### src/rtl/cbm2_bus_sequencer_if.sv
// Bus-side signal bundle for the CBM-II bus-frame sequencer.
// Master is the bus logic/CPU side. Slave is the sequencer.
interface cbm2_bus_sequencer_if;
    logic cpu_we;
    logic ba;
    logic cs_ram;
    logic phi0;
    logic cpu_has_bus;
    logic wr_io_pulse;
    logic ram_ce;
    logic ram_we;

    modport master (
        output cpu_we, ba, cs_ram,
        input  phi0, cpu_has_bus, wr_io_pulse, ram_ce, ram_we
    );

    modport slave (
        input  cpu_we, ba, cs_ram,
        output phi0, cpu_has_bus, wr_io_pulse, ram_ce, ram_we
    );
endinterface

### src/rtl/cbm2_bus_sequencer.sv
// CBM-II bus-frame sequencer: slot counter, phase enables, bus strobes, SDRAM refresh and frame-aligned reset.
// Defining CBM2_SEQ_TURBO_EN adds the turbo port (4 CPU enables per frame).
module cbm2_bus_sequencer #(
    parameter int SLOTS     = 32,
    parameter int EXT_SLOTS = 12,
    parameter int VID_SLOTS = 4,
    parameter int RFSH_DIV  = 4,
    parameter int RFSH_SLOT = 4,
    parameter int RFSH_LEN  = 4,
    parameter int PIX_PHASE = 1
) (
    input  logic                        clk_sys,
    input  logic                        reset,
    input  logic                        req_reset,
    input  logic                        model,
`ifdef CBM2_SEQ_TURBO_EN
    input  logic                        turbo,
`endif
    cbm2_bus_sequencer_if.slave         bus,
    output logic [$clog2(SLOTS)-1:0]    slot,
    output logic [$clog2(RFSH_DIV):0]   frame_cnt,
    output logic                        io_cycle,
    output logic                        vid_cycle,
    output logic                        cpu_cycle,
    output logic                        en_cpu,
    output logic                        en_vic,
    output logic                        en_io_p,
    output logic                        en_io_n,
    output logic                        en_pix,
    output logic                        refresh,
    output logic                        core_reset
);
    localparam int SW = $clog2(SLOTS);
    localparam int FW = $clog2(RFSH_DIV) + 1;
    localparam int C0 = EXT_SLOTS + VID_SLOTS;
    localparam int NC = SLOTS - C0;

    if (NC < 8 || (NC % 4) != 0) begin : g_bad_nc
        $error("cbm2_bus_sequencer: CPU region must be >= 8 slots and a multiple of 4");
    end
    if (SLOTS < 16 || SLOTS > 64 || (SLOTS & (SLOTS - 1)) != 0) begin : g_bad_slots
        $error("cbm2_bus_sequencer: SLOTS must be a power of 2 in 16..64");
    end
    if (RFSH_DIV < 1 || RFSH_SLOT < 1 || RFSH_SLOT + RFSH_LEN > EXT_SLOTS) begin : g_bad_rfsh
        $error("cbm2_bus_sequencer: refresh window must lie inside the EXT region");
    end

    logic turbo_q;
    int   s;

    assign s = int'(slot);

    always_ff @(posedge clk_sys) begin
        if (reset) begin
            slot            <= '0;
            frame_cnt       <= '0;
            core_reset      <= 1'b0;
            refresh         <= 1'b0;
            turbo_q         <= 1'b0;
            bus.phi0        <= 1'b0;
            bus.cpu_has_bus <= 1'b0;
            bus.wr_io_pulse <= 1'b0;
        end else begin
            slot            <= slot + SW'(1);
            bus.wr_io_pulse <= bus.cpu_we && (s == SLOTS - 4);
            // Registered one slot early so refresh lands exactly on RFSH_SLOT.
            refresh         <= (s == RFSH_SLOT - 1) && (frame_cnt == '0);
            if (s == C0 - 1) begin
                bus.phi0        <= 1'b1;
                bus.cpu_has_bus <= bus.ba | bus.cpu_we;
            end
            if (s == SLOTS - 1) begin
                bus.phi0        <= 1'b0;
                bus.cpu_has_bus <= 1'b0;
                core_reset      <= req_reset;
                frame_cnt       <= (frame_cnt == FW'(RFSH_DIV - 1)) ? '0 : frame_cnt + FW'(1);
`ifdef CBM2_SEQ_TURBO_EN
                turbo_q         <= turbo;
`else
                turbo_q         <= 1'b0;
`endif
            end
        end
    end

    always_comb begin
        cpu_cycle  = (s >= C0);
        vid_cycle  = (s >= EXT_SLOTS && s < C0) || (s >= SLOTS - 4);
        io_cycle   = (s < EXT_SLOTS) &&
                     !((frame_cnt == '0) && s >= RFSH_SLOT && s < RFSH_SLOT + RFSH_LEN);
        en_cpu     = (s == C0 + 3) ||
                     ((model || turbo_q) && s == C0 + NC / 2 + 3) ||
                     (turbo_q && (s == C0 + NC / 4 + 3 || s == C0 + 3 * NC / 4 + 3));
        en_vic     = (s == C0 - 1) || (s == SLOTS - 1);
        en_io_p    = (s == SLOTS - 3);
        en_io_n    = (s == 0);
        en_pix     = (slot[1:0] == 2'(PIX_PHASE));
        bus.ram_ce = bus.cs_ram && ((!model && s == EXT_SLOTS) || s == C0);
        bus.ram_we = bus.cpu_we && cpu_cycle;
    end
endmodule

### src/flat_wrapper.sv
// flat-port wrapper written by rule: the top's interface ports become plain ports
module cbm2_bus_sequencer_flat 
#(
    parameter int SLOTS     = 32,
    parameter int EXT_SLOTS = 12,
    parameter int VID_SLOTS = 4,
    parameter int RFSH_DIV  = 4,
    parameter int RFSH_SLOT = 4,
    parameter int RFSH_LEN  = 4,
    parameter int PIX_PHASE = 1
)
  (clk_sys, reset, req_reset, model, slot, frame_cnt, io_cycle, vid_cycle, cpu_cycle, en_cpu, en_vic, en_io_p, en_io_n, en_pix, refresh, core_reset, bus_cpu_we, bus_ba, bus_cs_ram, bus_phi0, bus_cpu_has_bus, bus_wr_io_pulse, bus_ram_ce, bus_ram_we);
  cbm2_bus_sequencer_if bus_i ();
  input  logic clk_sys;
  input  logic reset;
  input  logic req_reset;
  input  logic model;
  output logic [$clog2(SLOTS)-1:0] slot;
  output logic [$clog2(RFSH_DIV):0] frame_cnt;
  output logic io_cycle;
  output logic vid_cycle;
  output logic cpu_cycle;
  output logic en_cpu;
  output logic en_vic;
  output logic en_io_p;
  output logic en_io_n;
  output logic en_pix;
  output logic refresh;
  output logic core_reset;
  input wire logic [$bits(bus_i.cpu_we)-1:0] bus_cpu_we;
  input wire logic [$bits(bus_i.ba)-1:0] bus_ba;
  input wire logic [$bits(bus_i.cs_ram)-1:0] bus_cs_ram;
  output wire logic [$bits(bus_i.phi0)-1:0] bus_phi0;
  output wire logic [$bits(bus_i.cpu_has_bus)-1:0] bus_cpu_has_bus;
  output wire logic [$bits(bus_i.wr_io_pulse)-1:0] bus_wr_io_pulse;
  output wire logic [$bits(bus_i.ram_ce)-1:0] bus_ram_ce;
  output wire logic [$bits(bus_i.ram_we)-1:0] bus_ram_we;
  assign bus_i.cpu_we = bus_cpu_we;
  assign bus_i.ba = bus_ba;
  assign bus_i.cs_ram = bus_cs_ram;
  assign bus_phi0 = bus_i.phi0;
  assign bus_cpu_has_bus = bus_i.cpu_has_bus;
  assign bus_wr_io_pulse = bus_i.wr_io_pulse;
  assign bus_ram_ce = bus_i.ram_ce;
  assign bus_ram_we = bus_i.ram_we;
  cbm2_bus_sequencer #(.SLOTS(SLOTS), .EXT_SLOTS(EXT_SLOTS), .VID_SLOTS(VID_SLOTS), .RFSH_DIV(RFSH_DIV), .RFSH_SLOT(RFSH_SLOT), .RFSH_LEN(RFSH_LEN), .PIX_PHASE(PIX_PHASE)) u_core (.clk_sys(clk_sys), .reset(reset), .req_reset(req_reset), .model(model), .bus(bus_i), .slot(slot), .frame_cnt(frame_cnt), .io_cycle(io_cycle), .vid_cycle(vid_cycle), .cpu_cycle(cpu_cycle), .en_cpu(en_cpu), .en_vic(en_vic), .en_io_p(en_io_p), .en_io_n(en_io_n), .en_pix(en_pix), .refresh(refresh), .core_reset(core_reset));
endmodule
### config.mk
export PLATFORM = sky130hd
export DESIGN_NAME = cbm2_bus_sequencer_flat
export DESIGN_NICKNAME = d
export VERILOG_FILES = /design/src/rtl/cbm2_bus_sequencer_if.sv /design/src/rtl/cbm2_bus_sequencer.sv /design/src/flat_wrapper.sv
export SDC_FILE = /design/constraint.sdc
export NUM_CORES = 1
export LEC_CHECK = 0
export ABC_AREA = 1
export BUFFER_PORTS_ARGS = -buffer_cell sky130_fd_sc_hd__buf_2
export CORE_MARGIN = 2
export CORE_UTILIZATION = 48
export CTS_CLUSTER_SIZE = 30
export DETAILED_ROUTE_END_ITERATION = 10
export MAX_ROUTING_LAYER = met4
export PLACE_DENSITY = 0.81
export REMOVE_ABC_BUFFERS = 1
export SLEW_MARGIN = 20
export SYNTH_ARGS = -nofsm -noshare
export SYNTH_HDL_FRONTEND = slang
export SYNTH_SLANG_ARGS = --single-unit
### constraint.sdc
create_clock -name clk_sys -period 3.9 [get_ports clk_sys]
set_input_delay 0.78 -clock clk_sys [delete_from_list [all_inputs] [get_ports clk_sys]]
set_output_delay 0.78 -clock clk_sys [all_outputs]
set_load 0.05 [all_outputs]
## Yosys cells after proc, flatten, opt, wreduce, memory -nomap -nowiden

Cells that the tools add are included.

- Word-level logic and storage cells: 48
- Bits in registers: 13
- RAM bits: 0
- Latch bits: 0
- Input bits: 7
- Output and inout bits: 23
- Memories kept: 0
- Memory bits (read-only): 0

- Bitwise logic cells: 1
- $lt $le $gt $ge: 7
- Shift-type cells: 0
- Add/sub/neg operators: 2
- Equal/unequal tests: 11
- Div/mod/pow operators: 0
- Mux-type cells: 1
- Multipliers: 0
- Reductions and logical operators: 19

Operators by type and width:

| cell | number |
|---|---|
| $logic_not A32 Y1 | 1 |
| $eq A5 B5 Y1 const B | 4 |
| $eq A5 B3 Y1 const B | 3 |
| $ge A5 B5 Y1 const B | 2 |
| $logic_and A1 B1 Y1 | 10 |
| $lt A5 B4 Y1 const B | 2 |
| $add A5 B1 Y5 const B | 1 |
| $eq A5 B1 Y1 const B | 1 |
| $eq A5 B4 Y1 const B | 1 |
| $ge A5 B3 Y1 const B | 1 |
| $ge A5 B4 Y1 const B | 1 |
| $lt A5 B5 Y1 const B | 1 |
| $logic_or A1 B1 Y1 | 4 |
| $add A3 B1 Y3 const B | 1 |
| $eq A3 B2 Y1 const B | 1 |
| $logic_not A3 Y1 | 1 |
| $mux W3 | 1 |
| $eq A2 B1 Y1 const B | 1 |
| $logic_not A1 Y1 | 2 |
| $reduce_or A2 Y1 | 1 |
| $or A1 B1 Y1 | 1 |

## Logic depth before layout (Yosys ltp)

Gate-level depths: netlist of run 1.

- Word-level depth: 5
- Gate-level depth with buffers: 7
- Mapped depth without buffers: 7

## Worst setup path after synthesis of run 1

OpenSTA, ideal clock, no wires.

- Kind: register to output
- Start: register u_core.slot[0]
- End: output port en_io_p
- Slack: 1063 ps
- Arrival time: 2057 ps
- Data required time: 3120 ps
- Path buffers: 0
- Stages on the path, launching flop included: 4
- Path through: dfxtp_1 ha_1 nand2_1 nor2_1

- Word-level cells in the longest chain between the ends: 1

RTL lines:

| item | line | source |
|---|---|---|
| start, declared | cbm2_bus_sequencer.sv:20 | `output logic [$clog2(SLOTS)-1:0] slot,` |
| start signal, assigned | cbm2_bus_sequencer.sv:64 | `slot <= slot + SW'(1);` |
| $eq A5 B3 Y1 | cbm2_bus_sequencer.sv:95 | `en_io_p = (s == SLOTS - 3);` |
| end, declared | flat_wrapper.sv:25 | `output logic en_io_p;` |

No other way between the ends.

## Final worst setup path of run 1

- Start: register u_core.slot[0]
- End: output port en_vic

- Word-level cells in the longest chain between the ends: 2

RTL lines:

| item | line | source |
|---|---|---|
| $eq A5 B5 Y1 or $eq A5 B1 Y1 (tied branches) | cbm2_bus_sequencer.sv:94 | `en_vic = (s == C0 - 1) \|\| (s == SLOTS - 1);` |
| $logic_or A1 B1 Y1 * | cbm2_bus_sequencer.sv:94 |  |
| end, declared | flat_wrapper.sv:24 | `output logic en_vic;` |

Every way passes the cells marked *; elsewhere a longest branch is shown, timed or not.

==> flow_summary.ini, run 1 <==
[run_status]
outcome = finished clean

[pwr]
powerDensity_nw_per_um2 = 322
peakVddDrop_v = 0.000226
p_leak_nw = 0.444

[global_route]
grt_overflow_total = 0
grt_antenna_before_repair = 0
grt_pass1_wl_mm = 2.19
grt_start_max_net_pins = 13
grt_util_all_layers_pct = 16.9
grt_pass1_vias = 563

[synthesis]
syn_area_um2 = 679
yosysWarnings = 0
ys_seq_area_share_pct = 38.3
avgSynthCellArea_um2 = 7.55
synthTopCellsByArea = dfxtp_1, ha_1, nand2_1
synth_top_area_share_pct = 38.3
ys_seq_elements = 13
ys_types = 18
yosysTopAreaCell = dfxtp_1
syn_inst = 90

[clock_tree]
cts_setup_buffers = 0
root_buffer = clkbuf_4
cts-resized-gates = 0
clock_latency_ps = 270
cts_made_buffers = 3
cts.clk_slew.worst_paths_ps = 80
cts_tree = built
hold_buffers = 0
clock-sinks = 13
clockBufferDepth = 2
h-tree-depth = 1

[finish]
nNetsFinal = 134
area_growth_pct = 22.3
fillers = 124
post_route_cells_drive_above_1_share_pct = 31.9
post-route-cell-area_um2 = 831
layout.cells.non_filler = 134
n_antenna_cell = 0
fin_util_pct = 63.1

[timing]
max_freq_mhz = 382
maxSlewViolCount = 0
setup_tns_ps = 0
rsz0062_at_grt = no
period_needed_ps = 2620
finalHoldViolCount = 0
slew_headroom_pct = 75.7
finalSetupViolCount = 0
skew_ps = 3.23
period_share_pct = 67.1
tightestPinTransition_ps = 364

[die]
die_x_um = 41.6
die-area_um2 = 1730
die_height_um = 41.6
core-area_um2 = 1320
rows = 13
ioPinCount = 30
start_util_pct = 51.6

[setup_path]
critPathRequiredTime_ps = 3120
crit_path_end_kind = output pin
arrival_ps = 1840
crit_path_start_kind = register
crit_type = reg2out
reg2reg_depth = 7
worstPathMaxFanout = 8

[drt]
drt_pass1_iterations = 4
drt-initial-drc-count = 19
wirelength_mm = 1.37
drc = 0
wl_per_cell_um = 10.2
ant_nets = 0
routed_via_density = 4.93
dr_total_vias = 661

[placement]
portBuffers = 29
dp_cells = 130
place_area_um2 = 803
gp_congestion = 0.819
dpl.hpwl_mm = 1.06

[min_path]
worstHoldPathCells = 2
min_path_type = reg2reg

[flow_run]
maxCapViolations = 0
sequential cells by signal, indices dropped and copies added (netlist names):
name                    count
u_core.bus.cpu_has_bus      1
u_core.core_reset           1
u_core.bus.phi0             1
u_core.frame_cnt            3
u_core.bus.wr_io_pulse      1
u_core.slot                 5
u_core.refresh              1
final timing paths:
| path | start | endpoint | slack, ps |
|---|---|---|---|
| worst max-delay path | u_core.slot[0] | en_vic | 1280 |
| worst min-delay path | u_core.bus.cpu_has_bus | u_core.bus.cpu_has_bus | 470 |
| worst max register to register | u_core.slot[0] | u_core.frame_cnt[1] | 2320 |
| worst min register to register | u_core.bus.cpu_has_bus | u_core.bus.cpu_has_bus | 470 |
synth_stat cells (all sizes together):
cell    count
nor3        2
clkbuf      2
dfxtp      13
nand4       3
nand3       3
ha          7
nand2      16
nor2       17
a211oi      1
o21ai       6
a21oi       3
buf         2
inv        15
metrics by stage:
step	power [W]	hold slack, ps	setup WS, ps
after floorplan	0.000177	685	1050
after global placement	0.000189	452	1660
after detailed placement	0.000189	462	1610
after CTS	0.000271	474	1280
after global routing	0.000281	499	1110
final	0.000268	466	1280
cells in the final DEF, fill, tap and decap left out:
| master | n |
|---|---|
| nor2_2 | 2 |
| nand3_1 | 2 |
| clkbuf_4 | 3 |
| nand3_2 | 1 |
| nand4_1 | 3 |
| nor3_1 | 1 |
| o21ai_0 | 6 |
| nor2_1 | 15 |
| a211oi_1 | 1 |
| inv_2 | 1 |
| nor3_2 | 1 |
| inv_1 | 14 |
| dfxtp_1 | 13 |
| clkinv_2 | 1 |
| ha_1 | 7 |
| buf_2 | 29 |
| nand2_1 | 16 |
| a21oi_1 | 3 |
power breakdown:
part	internal, W	total (W)	switching [W]
registers	0.000135	0.000140	0.00000482
clock network	0.0000380	0.0000815	0.0000435
logic	0.0000119	0.0000459	0.0000340
total	0.000185	0.000268	0.0000823
final cells by class:
type | instances | area (µm²) | share of cell area (%)
multi-input cells | 58 | 323 | 38.9
inverters | 15 | 56.3 | 6.78
repair buffers | 29 | 145 | 17.5
flip-flops and latches | 13 | 260 | 31.3
clock buffers | 3 | 22.5 | 2.71
well taps | 15 | 18.8 | 2.26
clock inverters | 1 | 5.00 | 0.602
kinds of logic (layout without fill, tap and decap cells):
family | Yosys count | in the layout | synth area share [%]
compound gates | 10 | 10 | 7.73
fa+ha+maj | 7 | 7 | 12.9
buf+inv | 19 | 48 | 14.2
flops | 13 | 13 | 38.3
simple gates | 41 | 41 | 26.9
worst max-delay path: stages (launching register included):
cell and delay [ps]:
dfxtp_1 460, ha_1 240, inv_1 70, nor2_1 150
ha_1 250, inv_1 90, nand2_1 60, buf_2 250
routing by layer:
layer | vias to the layer above | global-route usage [%] | part of all wire [%]
li1 | 335 | - | -
met5 | - | - | 0
met3 | 5 | 2.61 | 5.5
met2 | 21 | 31.6 | 50
met4 | 0 | 9.68 | 2.3
met1 | 300 | 16.3 | 42
Note: power is estimated with default switching activity, not from simulation.
==> run 2: changes to the inputs <==
Settings changed: CORE_UTILIZATION 48 to 44, PLACE_DENSITY 0.81 to 0.75.
Clock period 3.9 ns to 2.5 ns, I/O delays scaled along.
==> flow_summary.ini, run 2 (synthesis gave the netlist of run 1 again) <==
[drt]
drt_pass1_iterations = 6
wirelength_mm = 1.34
routed_via_density = 4.87
drc = 0
ant_nets = 0
wl_per_cell_um = 9.93
dr_total_vias = 657
drt-initial-drc-count = 16

[clock_tree]
clock_latency_ps = 270
cts_tree = built
cts.clk_slew.worst_paths_ps = 80
root_buffer = clkbuf_4
clock-sinks = 13
h-tree-depth = 1
cts_setup_buffers = 0
cts_made_buffers = 3
clockBufferDepth = 2

[timing]
max_freq_mhz = 444
period_share_pct = 90.0
rsz0062_at_grt = no
finalHoldViolCount = 0
finalSetupViolCount = 0
finalWorstSetupSlack_ps = 249
tightestPinTransition_ps = 364
fin_hold_ws_ps = 457
setup_tns_ps = 0
maxSlewViolCount = 0
period_needed_ps = 2250
slew_headroom_pct = 75.7
skew_ps = 2.74

[placement]
pre_cts_slack_ps = 483
portBuffers = 29
place_area_um2 = 805
gp_congestion = 0.832
dpl.hpwl_mm = 1.04

[setup_path]
r2r_slack_ps = 1010
critPathRequiredTime_ps = 2000
worstPathMaxFanout = 9
reg2reg_depth = 6
crit_path_start_kind = register
arrival_ps = 1750
crit_path_end_kind = output pin
crit_type = reg2out

[global_route]
grt_overflow_total = 0
grt_pass1_wl_mm = 2.15
grt_util_all_layers_pct = 15.7
grt_antenna_before_repair = 0
grt_start_max_net_pins = 13
grt_pass1_vias = 548

[finish]
reg.largest.list = u_core.slot: 5 flops, u_core.frame_cnt: 3 flops
max_flop_register = u_core.slot
final_cell_mix = buf_2, nand2_1, nor2_1, inv_1, dfxtp_1
largest_register_ffs = 5
post-route-cell-area_um2 = 832
fin_util_pct = 56.5
n_antenna_cell = 0
nNetsFinal = 134
post_route_cells_drive_above_1_share_pct = 31.9
layout_commonest_cell = buf_2
area_growth_pct = 22.5

[min_path]
worstHoldPathCells = 3
min_path_type = in2reg

[pwr]
p_leak_nw = 0.441
peakVddDrop_v = 0.000278
powerDensity_nw_per_um2 = 508

[die]
die-area_um2 = 1870
rows = 14
core-area_um2 = 1470
die_x_um = 43.3
ioPinCount = 30
start_util_pct = 46.2
die_height_um = 43.3

[flow_run]
maxCapViolations = 0

[run_status]
outcome = finished clean
## run 2: cell count changes in the layout (fill, tap and decap cells not counted), sizes merged
cell / before / now
clkbuf: 3 / 4
clkinv: 1 / 0
## run 2: critical path, stage by stage (launching register included)
cell	delay, ps
dfxtp_1	510
nand2_1	160
nor2_1	160
ha_1	250
inv_1	90
nand2_1	60
buf_2	250
## run 2: metal layers
| layer | vias up | global-route usage, % | routed length [µm] |
|---|---|---|---|
| met2 | 22 | 26.9 | 658 |
| li1 | 336 | - | - |
| met3 | 2 | 5.11 | 99 |
| met4 | 0 | 4.24 | 8 |
| met1 | 297 | 17.3 | 573 |
| met5 | - | - | 0 |
## run 2: final timing paths
path / start / endpoint
hold / removal: req_reset / u_core.core_reset
hold reg to reg: u_core.bus.cpu_has_bus / u_core.bus.cpu_has_bus
setup reg to reg: u_core.slot[2] / u_core.frame_cnt[1]
setup / recovery: u_core.slot[2] / en_vic
## run 2: layout make-up
| cell class | instances | area (µm²) |
|---|---|---|
| fill | 156 | 639 |
| multi-input combinational | 58 | 323 |
| sequential | 13 | 262 |
| timing repair buffer | 29 | 145 |
| inverter | 15 | 56.3 |
| clock buffer | 4 | 26.3 |
| tap | 16 | 20.0 |
## run 2: per-stage QoR
step / power (W) / instances
2_1_floorplan: 0.000275 / 86
3_3_place_gp: 0.000295 / 131
3_5_place_dp: 0.000296 / 131
4_1_cts: 0.000427 / 135
5_1_grt: 0.000445 / 135
6_report: 0.000423 / 135
## run 2: timing repair
action                                  in CTS  in global routing
endpoints found under the setup margin       0                  1
hold buffers                                 0                  0
gates resized for setup                      0                  1
## run 2: power breakdown
part,leakage [nW],switching [W],internal [W],total [W]
Clock,0.0150,0.0000699,0.0000619,0.000132
Sequential,0.106,0.00000763,0.000212,0.000219
Combinational,0.321,0.0000532,0.0000185,0.0000717
